## config.mk

```make
export PLATFORM = sky130hd
export DESIGN_NAME = mod_counter_stage
export DESIGN_NICKNAME = d
export VERILOG_FILES = /design/src/rtl/mod_counter_stage.sv
export SDC_FILE = /design/constraint.sdc
export NUM_CORES = 1
export LEC_CHECK = 0
export CAP_MARGIN = 10
export CORE_MARGIN = 5
export CORE_UTILIZATION = 40
export CTS_CLUSTER_SIZE = 14
export DETAILED_ROUTE_END_ITERATION = 12
export HOLD_SLACK_MARGIN = 0.12
export PLACE_DENSITY = 0.75
export REMOVE_ABC_BUFFERS = 1
export SLEW_MARGIN = 10
export SYNTH_ARGS = -nofsm -noshare
export SYNTH_HDL_FRONTEND = slang
export SYNTH_SLANG_ARGS = --single-unit
```

## constraint.sdc

```tcl
create_clock -name clk_1Hz -period 1.5 [get_ports clk_1Hz]
set_input_delay 0.225 -clock clk_1Hz [delete_from_list [all_inputs] [get_ports clk_1Hz]]
set_output_delay 0.225 -clock clk_1Hz [all_outputs]
set_load 0.02 [all_outputs]
```

## src/rtl/mod_counter_stage.sv

```systemverilog
// -----------------------------------------------------------------------------
// mod_counter_stage
//
// Modulo-MODULUS counter stage for a 24-hour clock datapath running on a
// 1 Hz clock. Stages cascade through carry_out -> en: seconds (mod 60) feeds
// minutes (mod 60), which feeds hours (mod 24).
//
// Parameters
//   MODULUS  number of states, count runs 0..MODULUS-1 (2..2**WIDTH)
//   WIDTH    count width in bits, 2**WIDTH >= MODULUS
//
// Ports
//   clk_1Hz     in   counting clock, rising edge
//   rst         in   asynchronous active-high reset, clears all state
//   en          in   count enable (previous stage carry_out, or tied high)
//   down        in   direction: 0 up, 1 down
//   load        in   synchronous load request (time set)
//   load_value  in   value applied on load, rejected if >= MODULUS
//   count       out  registered count
//   carry_out   out  combinational: en & ~load & count at terminal value
//   tick        out  registered one-cycle pulse in the cycle after a wrap
//   load_err    out  registered one-cycle pulse after a rejected load
//   bcd_tens    out  tens digit of count (0 when BCD disabled)
//   bcd_ones    out  ones digit of count (0 when BCD disabled)
//
// Configuration
//   MOD_COUNTER_BCD_EN  when defined, bcd_tens/bcd_ones are registered digits
//                       maintained incrementally alongside count (no divider).
//                       Requires MODULUS <= 100. When undefined the digits are
//                       constant 0 and no BCD logic is built.
//
// Update priority on each edge: rst (async) > load > en > hold.
// -----------------------------------------------------------------------------
module mod_counter_stage #(
  parameter int MODULUS = 60,
  parameter int WIDTH   = 6
) (
  input  logic             clk_1Hz,
  input  logic             rst,
  input  logic             en,
  input  logic             down,
  input  logic             load,
  input  logic [WIDTH-1:0] load_value,
  output logic [WIDTH-1:0] count,
  output logic             carry_out,
  output logic             tick,
  output logic             load_err,
  output logic [3:0]       bcd_tens,
  output logic [3:0]       bcd_ones
);

  // Largest legal count, and the modulus widened by one bit so that
  // MODULUS == 2**WIDTH is still representable in the range compare.
  localparam logic [WIDTH-1:0] MAX_VAL = WIDTH'(MODULUS - 1);
  localparam logic [WIDTH:0]   MOD_EXT = (WIDTH + 1)'(MODULUS);
  localparam logic [WIDTH-1:0] ONE     = WIDTH'(1);

  logic [WIDTH-1:0] count_q, count_d;
  logic             tick_q, tick_d;
  logic             err_q, err_d;

  logic             at_term;
  logic             load_ok;

  // Terminal value depends on the direction currently requested, so the
  // carry tracks a direction change in the same cycle.
  assign at_term = down ? (count_q == '0) : (count_q == MAX_VAL);
  assign load_ok = ({1'b0, load_value} < MOD_EXT);

  // Never registered: cascaded stages must all wrap on the same edge.
  assign carry_out = en & ~load & at_term;

  always_comb begin
    count_d = count_q;
    tick_d  = 1'b0;
    err_d   = 1'b0;
    if (load) begin
      // en is ignored on a load cycle, whether or not the load is accepted.
      if (load_ok) begin
        count_d = load_value;
      end else begin
        err_d = 1'b1;
      end
    end else if (en) begin
      if (down) begin
        if (count_q == '0) begin
          count_d = MAX_VAL;
          tick_d  = 1'b1;
        end else begin
          count_d = count_q - ONE;
        end
      end else begin
        if (count_q == MAX_VAL) begin
          count_d = '0;
          tick_d  = 1'b1;
        end else begin
          count_d = count_q + ONE;
        end
      end
    end
  end

  always_ff @(posedge clk_1Hz or posedge rst) begin
    if (rst) begin
      count_q <= '0;
      tick_q  <= 1'b0;
      err_q   <= 1'b0;
    end else begin
      count_q <= count_d;
      tick_q  <= tick_d;
      err_q   <= err_d;
    end
  end

  assign count    = count_q;
  assign tick     = tick_q;
  assign load_err = err_q;

`ifdef MOD_COUNTER_BCD_EN

  localparam logic [3:0] MAX_TENS = 4'((MODULUS - 1) / 10);
  localparam logic [3:0] MAX_ONES = 4'((MODULUS - 1) % 10);

  logic [3:0] tens_q, tens_d;
  logic [3:0] ones_q, ones_d;
  logic [7:0] load_bcd;

  // Binary to BCD for the load path: find the largest multiple of ten not
  // exceeding the value by comparing against constants, then subtract it.
  function automatic logic [7:0] to_bcd(input logic [WIDTH-1:0] v);
    logic [31:0] r;
    logic [3:0]  t;
    r = 32'(v);
    t = 4'd0;
    for (int k = 9; k >= 1; k--) begin
      if ((t == 4'd0) && (r >= 32'(k * 10))) begin
        t = 4'(k);
        r = r - 32'(k * 10);
      end
    end
    return {t, 4'(r)};
  endfunction

  assign load_bcd = to_bcd(load_value);

  // Digits follow exactly the same decision tree as count_d, so they stay
  // equal to count/10 and count%10 on every edge.
  always_comb begin
    tens_d = tens_q;
    ones_d = ones_q;
    if (load) begin
      if (load_ok) begin
        tens_d = load_bcd[7:4];
        ones_d = load_bcd[3:0];
      end
    end else if (en) begin
      if (down) begin
        if (count_q == '0) begin
          tens_d = MAX_TENS;
          ones_d = MAX_ONES;
        end else if (ones_q == 4'd0) begin
          ones_d = 4'd9;
          tens_d = tens_q - 4'd1;
        end else begin
          ones_d = ones_q - 4'd1;
        end
      end else begin
        if (count_q == MAX_VAL) begin
          tens_d = 4'd0;
          ones_d = 4'd0;
        end else if (ones_q == 4'd9) begin
          ones_d = 4'd0;
          tens_d = tens_q + 4'd1;
        end else begin
          ones_d = ones_q + 4'd1;
        end
      end
    end
  end

  always_ff @(posedge clk_1Hz or posedge rst) begin
    if (rst) begin
      tens_q <= 4'd0;
      ones_q <= 4'd0;
    end else begin
      tens_q <= tens_d;
      ones_q <= ones_d;
    end
  end

  assign bcd_tens = tens_q;
  assign bcd_ones = ones_q;

`else

  assign bcd_tens = 4'd0;
  assign bcd_ones = 4'd0;

`endif

endmodule
```

==> results_dict.tcl, run 1 <==
set metrics [dict create \
    status "complete, but fails checks" \
    violations "setup timing" \
    post_drt_wl_per_cell_um 14.9 \
    fin_skew_ns 0.00486 \
    fin_ws_ns -0.274 \
    worstPathMaxFanout 4 \
    path_cells "inv_2, ha_4, nor3b_4, nand3_2, a21oi_2, buf_4" \
    dp_hpwl_mm 1.82 \
    ys_top_cells_by_area "dfrtp_1 25%, buf_4 8.4%, ha_1 4.7%, nand2_1 4.2%, a21oi_1 3.7%" \
    pre_cts_ws_ns -0.438 \
    clk-insertion-delay-late_ns 0.25 \
    io_buffers 19 \
    crit_arrival_ns 1.55 \
    ys_ff_latch 8 \
    grt_pass1_wl_mm 4.02 \
    synth_area_per_cell_um2 7.89 \
    yosysSeqAreaShare_pct 24.9 \
    yosysWarningCount 0 \
    utilization_pct 69.1 \
    grt_max_degree 12 \
    setup_violations 6 \
    viasPerCell 5.04 \
    ctsLongestPathBuffers 2 \
    die_w_um 54.8 \
    drtAntennaViolNets 0 \
    core_um2 1940 \
    die_area_um2 3010 \
    ioPinCount 28 \
    fin_tns_setup_ns -0.889 \
    grt.overflow.total 0 \
    startpoint "count[1]" \
    syn_area_um2 805 \
    cts_root_buf "clkbuf_4" \
    fmax_mhz 564 \
    drt_first_pass_iters 5 \
    cts_hold_buffers 0 \
    async_reset_ff_share_pct 100 \
    grt.total_usage_pct 19.1 \
    whs_ns 0.227 \
    fin_nets 167 \
    p_leak_uw 0.000603 \
    grt_pass1_vias 907 \
    numCtsBuffers 3 \
    cts_tree "built" \
    cts_sinks 8 \
    use_met2_pct 33.7 \
    finalHoldViolCount 0 \
    drive_gt1_share_pct 41.7 \
    syn_to_final_growth_pct 66.7 \
    clk_pin_slew_ns 0.05 \
    synth_top_area_share_pct 24.9 \
    fin_crit_sh_pct 118 \
    num_antenna_cells 0 \
    gp_congestion 0.954 \
    crit_path_end_kind "output pin" \
    wl_mm 2.66 \
    powerDensity_nw_per_um2 850 \
    start_util_pct 41.4 \
    vdd.ir_drop.worst_uv 471 \
    synthFlopType "dfrtp_1" \
    synth_common_cells "9 x buf_4, 9 x nand2_1, 8 x dfrtp_1, 8 x nor2_1" \
    max_stage_delay_ns 0.41 \
    drv_cap 0 \
    critPathKind "reg -> out" \
    h-tree-depth 1 \
    drtIter0Drc 29 \
    grt_util_met3_pct 6.27 \
    r2r-start "count[1]" \
    start_kind "flop" \
    drv_slew 0 \
    rsz0062_at_grt "true" \
    num_rows 16 \
    use_met1_pct 21.6 \
    die_height_um 54.8 \
    antenna_found_initial 0 \
    cp_data_required_time_ns 1.27 \
    drc 0 \
    fin_crit_ns 1.77 \
    netlist_instances 102 \
    via_count 898 \
    grt_busiest_layer "met2" \
    synth_edf_count 0 \
    synth.distinct_cells 39 \
    hp-class "in -> async" \
    cpMaxStageDelayCell "dfrtp_1" \
    yosysTopAreaCell "dfrtp_1" \
]
area by class of cell:
cell class | count | area [um^2]
Sequential cell | 8 | 200
Clock buffer | 3 | 22.5
Timing Repair Buffer | 53 | 467
Inverter | 6 | 22.5
Tap cell | 27 | 33.8
Fill cell | 164 | 601
Multi-Input combinational cell | 81 | 596
state kept, by name, indices dropped and copies added, names as in the netlist:
name / flops
count: 6
tick: 1
load_err: 1
per-layer routing:
layer	vias to the layer above	share of wire, %
met5	-	0
met2	36	51
met4	0	0.94
li1	435	-
met1	423	41
met3	4	6.5
final timing paths:
check	endpoint	slack [ns]	depth (start not counted)
max reg2reg	count[2]	-0.20	8
min reg2reg	count[0]	0.56	2
min in group clk_1Hz	count[0]	0.56	2
max in group asynchronous	count[1]	1.02	2
min	count[5]	0.23	2
max	carry_out	-0.27	6
where the power goes:
group | total (uW) | switching, uW | leakage (uW) | internal [uW]
Sequential | 270 | 26.2 | 0.0000979 | 244
Clock | 164 | 72.5 | 0.0000138 | 91.5
Combinational | 706 | 357 | 0.000492 | 349
Total | 1140 | 456 | 0.000603 | 684
per-stage QoR:
step	power [uW]	instances	area (um^2)
floorplan	549	95	726
global placement	825	169	1160
detailed placement	837	169	1160
CTS	1080	178	1280
global route	1220	178	1340
finish	1140	178	1340
logic make-up after synthesis:
group / synth area share, %
buf+inv: 15.9
flops: 24.9
simple gates: 27.8
other cells: 0.466
compound gates: 24.1
xor+xnor: 2.18
fa+ha+maj: 4.67
critical path: cells and delay by family (launching register included):
kind,cells,cell delay [ns]
compound gates,1,0.14
flops,1,0.41
simple gates,2,0.36
buf+inv,2,0.24
fa+ha+maj,1,0.14
what timing repair did:
| action | 4_1_cts | 5_1_grt |
|---|---|---|
| pin swaps | 9 | 13 |
| endpoints found under the setup margin | 12 | 6 |
| setup buffers | 6 | 1 |
| resized for setup | 27 | 17 |
| gates cloned | 0 | 0 |
layout by cell type, fill, tap and decap left out, drive strengths merged, types with 3 or more instances in the layout:
cell,count
ha,3
dlygate4sd2,3
nand3,5
a21oi,6
o31ai,3
nor3,4
clkbuf,3
nand2b,3
o21ai,7
clkdlybuf4s50,12
nor2b,3
inv,6
buf,35
clkdlybuf4s15,3
nor2,9
nand2,10
conb,8
dfrtp,8
(Power assumes the default switching activity.)
==> run 2: changes to the inputs <==
--- a/config.mk
+++ b/config.mk
@@ -13,7 +13,7 @@
 export HOLD_SLACK_MARGIN = 0.12
 export PLACE_DENSITY = 0.75
 export REMOVE_ABC_BUFFERS = 1
-export SLEW_MARGIN = 10
+export SLEW_MARGIN = 30
 export SYNTH_ARGS = -nofsm -noshare
 export SYNTH_HDL_FRONTEND = slang
 export SYNTH_SLANG_ARGS = --single-unit
==> results of run 2 <==
Same layout as run 1: the final DEF is identical, and so are final timing and power.
==> run 3: changes to the inputs <==
--- a/config.mk
+++ b/config.mk
@@ -6,7 +6,7 @@
 export NUM_CORES = 1
 export LEC_CHECK = 0
 export CAP_MARGIN = 10
-export CORE_MARGIN = 5
+export CORE_MARGIN = 3
 export CORE_UTILIZATION = 40
 export CTS_CLUSTER_SIZE = 14
 export DETAILED_ROUTE_END_ITERATION = 12
==> results_dict.tcl, run 3 (same netlist as run 1, synthesis figures left out) <==
set metrics [dict create \
    status "complete, but fails checks" \
    violations "setup timing" \
    crit_buf_inv 2 \
    drtAntennaViolNets 0 \
    fin_area_um2 1330 \
    via_count 959 \
    fin_cells 175 \
    die_height_um 50.8 \
    powerDensity_nw_per_um2 875 \
    p_leak_uw 0.000605 \
    grt.total_usage_pct 20.6 \
    pre_cts_ws_ns -0.502 \
    cts_sinks 8 \
    grt_pass1_wl_mm 4.03 \
    fill_cells 140 \
    h-tree-depth 1 \
    drc 0 \
    layout_common_cells "26 x buf_4, 12 x clkdlybuf4s50_1" \
    cpLargestDelayFamily "flip-flops" \
    combPwrFrac_pct 62.7 \
    vdd.ir_drop.worst_uv 722 \
    start_kind "flop" \
    hp-class "in -> async" \
    grt_max_degree 13 \
    ctsLongestPathBuffers 2 \
    start_util_pct 44.2 \
    place_area_um2 1150 \
    dp_hpwl_mm 1.74 \
    fin_skew_ns 0.00119 \
    clk-insertion-delay-late_ns 0.25 \
    core_um2 1820 \
    final_common_cell "buf_4" \
    startpoint "count[0]" \
    fin_crit_ns 1.81 \
    wl_mm 2.77 \
    power_frac_seq_pct 23.1 \
    viasPerCell 5.48 \
    cpMaxStageDelayCell "dfrtp_1" \
    regArea_um2 200 \
    p_int_uw 694 \
    antenna_found_initial 0 \
    cts_root_buf "clkbuf_4" \
    power_switching_share_pct 40.3 \
    drv_cap 0 \
    fin_crit_sh_pct 121 \
    drive_gt1_share_pct 40.7 \
    cp_data_required_time_ns 1.27 \
    r2r-start "count[0]" \
    p_switching_uw 469 \
    grt.overflow.total 0 \
    max_stage_delay_ns 0.41 \
    numCtsBuffers 3 \
    multi_input_area_um2 589 \
    die_w_um 50.8 \
    utilization_pct 73.0 \
    largest_reg_flops 6 \
    clk_pin_slew_ns 0.05 \
    cts_tree "built" \
    critPathKind "reg -> out" \
    crit_arrival_ns 1.58 \
    setup_violations 6 \
    fin_nets 166 \
    finalHoldViolCount 0 \
    post_drt_wl_per_cell_um 15.8 \
    rsz0062_at_grt "true" \
    die_area_um2 2590 \
    drt_first_pass_iters 5 \
    ioPinCount 28 \
    dpl.cell_count 165 \
    num_antenna_cells 0 \
    clkPwrFrac_pct 14.2 \
    grt_pass1_vias 890 \
    drv_slew 0 \
    gp_congestion 0.874 \
    fin_ws_ns -0.309 \
    drtIter0Drc 46 \
    whs_ns 0.221 \
    syn_to_final_growth_pct 65.2 \
    num_rows 15 \
    crit_path_end_kind "output pin" \
    io_buffers 19 \
    worstPathMaxFanout 4 \
    path_cells "ha_1, inv_1, nor3_4, nand2b_1, a21oi_1, buf_4" \
    fmax_mhz 553 \
]
==> run 3: worst reg2reg max path: stages (launching register included) <==
cell	delay, ns
dfrtp_1	0.42
inv_2	0.11
ha_4	0.13
nor3b_4	0.19
buf_4	0.16
nor2_1	0.04
o21bai_1	0.16
a311oi_2	0.13
o31ai_1	0.27
==> run 3: power by group through the flow <==
stage               combinational (uW)  clock, uW  sequential (uW)
floorplan                          206          0              343
global placement                   549          0              268
detailed placement                 561          0              270
CTS                                633        172              266
global route                       774        190              273
finish                             729        165              269
==> run 3: what timing repair did <==
action	in CTS	in global routing
setup buffers	5	5
pin swaps	12	12
gates resized for setup	31	16
hold buffers	0	0
endpoints found under the setup margin	12	10
==> run 3: final timing paths <==
check                       endpoint  slack (ns)  depth (start not counted)
max                        carry_out       -0.31                          6
min                         count[1]        0.22                          2
max reg2reg                 count[3]       -0.22                          8
min reg2reg                 count[0]        0.58                          2
max in group asynchronous   count[5]        1.04                          2
min in group clk_1Hz        count[0]        0.57                          3
==> run 3: stage by stage <==
step	setup TNS [ns]	total power [uW]
5_1_grt	-1.47	1240
4_1_cts	-0.560	1070
6_report	-0.989	1160
3_3_place_gp	-1.28	817
2_1_floorplan	-0.919	549
3_5_place_dp	-1.55	831
==> run 3: cell type report <==
type / instances / area share, %
multi-input combinational: 81 / 44.4
timing repair buffer: 52 / 34.8
sequential: 8 / 15.1
tap: 25 / 2.35
clock buffer: 3 / 1.69
inverter: 6 / 1.69
==> run 3: per-layer routing <==
| metal | up-vias | GRT usage, % | share of wire (%) |
|---|---|---|---|
| li1 | 433 | - | - |
| met1 | 460 | 23.8 | 41 |
| met2 | 54 | 35.4 | 50 |
| met3 | 12 | 8.45 | 7.3 |
| met4 | 0 | 4.93 | 2.1 |
| met5 | - | 0 | 0 |
